## src/rtl/mux_rr_pkg.sv

```systemverilog
// Shared helpers for the round-robin registered selector: index-width function
// and reset constants for the data and index registers.
package mux_rr_pkg;

  function automatic int idx_largura(input int n);
    return (n > 2) ? $clog2(n) : 1;
  endfunction

  localparam int RESET_DADO   = 0;
  localparam int RESET_INDICE = 0;

endpackage

```

## src/rtl/arbitro_rr.sv

```systemverilog
// Round-robin arbiter with pointer register; optional burst lock when
// MUX_RR_TRAVA_EN is defined.
module arbitro_rr
  import mux_rr_pkg::*;
#(
  parameter  int CANAIS = 2,
  localparam int IDX    = idx_largura(CANAIS)
) (
  input  logic              clk,
  input  logic              rst_n,
  input  logic [CANAIS-1:0] i_validos,
  input  logic              i_aceite,
  input  logic [CANAIS-1:0] i_ultimos,
  output logic [CANAIS-1:0] o_concessao,
  output logic [IDX-1:0]    o_indice
);

  logic [IDX-1:0] r_ptr;
  logic [IDX-1:0] w_vencedor;
  logic [IDX-1:0] w_prox;
  logic [IDX-1:0] w_cand;
  logic           w_achou;
  logic           w_ok;
  logic           w_transfer;

`ifdef MUX_RR_TRAVA_EN
  logic r_trava;
`else
  logic w_unused_ultimos;
  assign w_unused_ultimos = ^i_ultimos;
`endif

  // Grants are suppressed while reset is asserted, even though aceite is high.
  assign w_ok = i_aceite && rst_n;

  always_comb begin
    // NOTE: every variable gets a default first so no path can infer a latch.
    w_achou    = 1'b0;
    w_vencedor = r_ptr;
    w_cand     = r_ptr;
    for (int k = 0; k < CANAIS; k++) begin
      w_cand = IDX'((int'(r_ptr) + k) % CANAIS);
      if (!w_achou && i_validos[w_cand]) begin
        w_achou    = 1'b1;
        w_vencedor = w_cand;
      end
    end
`ifdef MUX_RR_TRAVA_EN
    if (r_trava) begin
      w_achou    = i_validos[r_ptr];
      w_vencedor = r_ptr;
    end
`endif
  end

  always_comb begin
    o_concessao = '0;
    for (int i = 0; i < CANAIS; i++) begin
      o_concessao[i] = w_ok && w_achou && (w_vencedor == IDX'(i));
    end
  end

  assign o_indice   = w_vencedor;
  assign w_transfer = |o_concessao;
  assign w_prox     = (w_vencedor == IDX'(CANAIS - 1)) ? '0 : w_vencedor + 1'b1;

  always_ff @(posedge clk or negedge rst_n) begin
    if (!rst_n) begin
      // NOTE: sequential state uses non-blocking assignments only.
      r_ptr <= IDX'(RESET_INDICE);
`ifdef MUX_RR_TRAVA_EN
      r_trava <= 1'b0;
`endif
    end else if (w_transfer) begin
`ifdef MUX_RR_TRAVA_EN
      r_trava <= !i_ultimos[w_vencedor];
      r_ptr   <= i_ultimos[w_vencedor] ? w_prox : w_vencedor;
`else
      r_ptr <= w_prox;
`endif
    end
  end

endmodule

```

## src/rtl/mux_rr_registrado.sv

```systemverilog
// N-channel round-robin selector with valid/ready handshakes and a registered
// output stage. Burst lock is enabled by defining MUX_RR_TRAVA_EN.
module mux_rr_registrado
  import mux_rr_pkg::*;
#(
  parameter  int LARGURA = 3,
  parameter  int CANAIS  = 2,
  localparam int IDX     = idx_largura(CANAIS)
) (
  input  logic                      Clock,
  input  logic                      Reset_n,
  input  logic [CANAIS*LARGURA-1:0] Entradas,
  input  logic [CANAIS-1:0]         Validos,
  output logic [CANAIS-1:0]         Prontos,
  input  logic [CANAIS-1:0]         Ultimos,
  output logic [LARGURA-1:0]        Resultado,
  output logic                      ResultadoValido,
  input  logic                      ResultadoPronto,
  output logic [IDX-1:0]            Concessao
);

  logic               w_aceite;
  logic               w_transfer;
  logic [IDX-1:0]     w_indice;
  logic [LARGURA-1:0] w_dado;
  logic [LARGURA-1:0] r_resultado;
  logic               r_valido;
  logic [IDX-1:0]     r_concessao;

  // The register may reload in the same cycle the consumer empties it.
  assign w_aceite = !r_valido || ResultadoPronto;

  arbitro_rr #(.CANAIS(CANAIS)) u_arbitro (
    .clk        (Clock),
    .rst_n      (Reset_n),
    .i_validos  (Validos),
    .i_aceite   (w_aceite),
    .i_ultimos  (Ultimos),
    .o_concessao(Prontos),
    .o_indice   (w_indice)
  );

  assign w_transfer = |Prontos;

  always_comb begin
    w_dado = '0;
    for (int i = 0; i < CANAIS; i++) begin
      if (Prontos[i]) w_dado = Entradas[i*LARGURA +: LARGURA];
    end
  end

  always_ff @(posedge Clock or negedge Reset_n) begin
    if (!Reset_n) begin
      r_resultado <= LARGURA'(RESET_DADO);
      r_concessao <= IDX'(RESET_INDICE);
      r_valido    <= 1'b0;
    end else if (w_transfer) begin
      r_resultado <= w_dado;
      r_concessao <= w_indice;
      r_valido    <= 1'b1;
    end else if (ResultadoPronto) begin
      r_valido <= 1'b0;
    end
  end

  assign Resultado       = r_resultado;
  assign ResultadoValido = r_valido;
  assign Concessao       = r_concessao;

endmodule

```

## config.mk

```make
export PLATFORM = sky130hd
export DESIGN_NAME = mux_rr_registrado
export DESIGN_NICKNAME = d
export VERILOG_FILES = /design/src/rtl/mux_rr_pkg.sv /design/src/rtl/arbitro_rr.sv /design/src/rtl/mux_rr_registrado.sv
export SDC_FILE = /design/constraint.sdc
export NUM_CORES = 1
export LEC_CHECK = 0
export CAP_MARGIN = 30
export CELL_PAD_IN_SITES_DETAIL_PLACEMENT = 1
export CELL_PAD_IN_SITES_GLOBAL_PLACEMENT = 1
export CORE_AREA = 2 2 39 41
export CTS_CLUSTER_SIZE = 10
export DETAILED_ROUTE_END_ITERATION = 8
export DIE_AREA = 0 0 41 43
export GPL_TIMING_DRIVEN = 1
export HOLD_SLACK_MARGIN = 0.1
export PLACE_DENSITY = 0.81
export SYNTH_ARGS = -nofsm -noshare
export SYNTH_HDL_FRONTEND = slang
export SYNTH_SLANG_ARGS = --single-unit
```

## constraint.sdc

```tcl
create_clock -name Clock -period 2.1 [get_ports Clock]
set_input_delay 0.21 -clock Clock [delete_from_list [all_inputs] [get_ports Clock]]
set_output_delay 0.21 -clock Clock [all_outputs]
set_load 0.02 [all_outputs]
```

==> metrics.md <==
| Metric | Value |
|---|---|
| Status | `finished, final reports clean` |
| Core footprint | `0.00138 sq mm` |
| Relative slew slack | `0.624` |
| RSZ-0062 raised after global routing | `no` |
| R2R cell count | `3` |
| ANT nets after route | `0` |
| Routed wire length | `845 um` |
| Leak Pwr | `0.226 nW` |
| Area of the multi-input gates | `146 sq um` |
| ANT cells | `0` |
| Top routing layer used | `met4` |
| Average wire per standard cell | `13.4 um` |
| CP Capture Type | `output pin` |
| Minimum clock period | `1.93 ns` |
| Initial core utilization | `0.222` |
| Synth Instances | `26` |
| Warnings from Yosys | `0` |
| Clock slew at reported path FFs | `0.04 ns` |
| Post-cts resize count | `0` |
| CTS tree | `built` |
| # hold bufs at CTS | `0` |
| Hold/Removal Path Class | `in2async` |
| Die height | `43 um` |
| Fillcell total | `162` |
| Final setup viols | `0` |
| H-tree levels | `1` |
| Synth-to-layout area growth | `70.3%` |
| Residual DRC count | `0` |
| Routed met2 length | `369 um` |
| CP startpoint kind | `input pin` |
| Placed wire-length estimate | `628 um` |
| Layout Nets | `62` |
| CTS Buffer Depth | `2` |
| Peak VDD IR | `0.335 mV` |
| First-pass DRT Iterations | `3` |
| Setup TNS | `0 ns` |
| GPL Wtd Cong | `0.787` |
| Final Slew Violations | `0` |
| Initial antenna violation count | `0` |
| Non-Filler Instances | `63` |
| Design Power | `403 uW` |
| Sequential element share of the synthesized area | `0.488` |
| CP Data Arrival Time | `1.72 ns` |
| Clk_skew | `0.00313 ns` |
| Largest net degree at the start of global routing | `10` |
| Kind of critical path | `in2out` |
| CTS sink count | `6` |
| Yosys reg bits | `6` |
| Placed Cells | `60` |
| Syn Nets | `39` |
| Max-cap viol count | `0` |
| Reg area | `150 sq um` |
| Vias in the first global route | `313` |
| Cell Area, Placed | `502 sq um` |
| First-pass GRT wire length | `1.37 mm` |
| Final critical-path share of the clock period | `0.917` |
| Row cnt | `14` |
| Num CTS Buffers | `3` |
| Routed vias/inst | `4.81` |
| CP required | `1.89 ns` |
| Post-Syn Area | `308 sq um` |
| Metal-1 WL | `381 um` |
| IO buf count | `17` |
| Clk_lat worst skew | `0.25 ns` |
| Post-CTS Setup Inserts | `0` |
| Critical R2R Launch | `ResultadoValido` |
| Grt total ovfl | `0` |
| Cell variety after synth | `12` |
| DR iter-0 viols | `3` |
| Gr usage total | `0.122` |
| I/O pins | `20` |
| Die span in x | `41 um` |
| Full die area | `0.00176 sq mm` |
| Final Instance Area | `524 sq um` |
| Root Driver | `clkbuf_4` |
| Fin. Hold Viols | `0` |
| DR WL met3 | `74 um` |
| Least-Margin Pin Slew | `0.562 ns` |
| Avg Inst Size Synth | `11.8 sq um` |
| Reg-to-Reg End | `Resultado[0]` |
| Layout cell share with drive strength beyond 1 | `0.170` |
| F_max | `519 MHz` |
| Pwr dens | `769 mW/mm^2` |
| Worst-path maximum fanout | `3` |
| Vias | `303` |
| R2r setup slk | `0.88 ns` |
==> flip-flops by register name (all words and copies together) (netlist names) <==
name             flops
u_arbitro.r_ptr      1
Resultado            3
Concessao            1
ResultadoValido      1
==> cells in the final DEF (no fill, tap or decap) <==
cell type / count
clkdlybuf4s50_1: 17
dfrtp_1: 6
nand2_1: 5
nor4b_1: 3
a221o_1: 3
clkbuf_4: 3
nor2b_1: 2
buf_4: 2
nand2b_4: 1
and4b_1: 1
and4_4: 1
o211ai_1: 1
a21o_1: 1
a21o_2: 1
==> logic make-up (layout without fill, tap and decap cells) <==
family | count (synthesis) | in the layout | share of synthesized area
and+or+nand+nor | 13 | 13 | 0.301
AOI/OAI and AO/OA | 6 | 6 | 0.175
DFF | 6 | 6 | 0.488
buffers and inverters | 1 | 22 | 0.0366
==> cells in the mapped netlist (all sizes together) <==
cell    number  area share
o211ai       1       0.024
and4         1       0.037
buf          1       0.037
nor2b        2       0.041
dfrtp        6        0.49
nor4b        3       0.085
nand2        5       0.061
nand2b       1       0.045
and4b        1       0.033
a21o         2       0.053
a221o        3       0.098
==> critical path, cell delays in order <==
cell,delay [ns]
clkdlybuf4s50_1,0.45
nor2b_1,0.17
and4b_1,0.27
clkdlybuf4s50_1,0.61
==> power by group <==
group,internal [mW],switching (mW)
registers,0.137,0.0146
clock network,0.0650,0.0465
logic,0.0789,0.0608
total,0.281,0.122
==> through the flow <==
step / setup WS (ns) / hold WS [ns] / util
global route: 0.118 / 0.146 / 0.379
detailed placement: 0.183 / 0.412 / 0.363
CTS: 0.176 / 0.145 / 0.379
finish: 0.174 / 0.146 / 0.379
floorplan: 0.785 / -0.0856 / -
global placement: 0.193 / 0.405 / 0.363
==> final cells by class <==
class / count / share of cell area
Timing Repair Buffer: 19 / 0.353
Multi-Input combinational cell: 19 / 0.279
Clock buffer: 3 / 0.0430
Sequential cell: 6 / 0.286
Tap cell: 16 / 0.0382
==> worst max-delay path by stage <==
stage / cells after the start / startpoint / slack (ns) / endpoint
2_1_floorplan: 4 / ResultadoValido / 0.78 / Resultado[0]
3_3_place_gp: 4 / Validos[0] / 0.19 / Prontos[1]
3_5_place_dp: 4 / Validos[1] / 0.18 / Prontos[0]
4_1_cts: 4 / Validos[0] / 0.18 / Prontos[1]
5_1_grt: 4 / Validos[1] / 0.12 / Prontos[0]
6_report: 4 / Validos[0] / 0.17 / Prontos[1]
==> routing by layer <==
metal  track usage  vias to the layer above
met1         0.161                      143
met3        0.0628                        2
met4        0.0800                        0
met5             0                        -
li1              -                      145
met2         0.150                       13
Power figures use the tool's default switching activity.
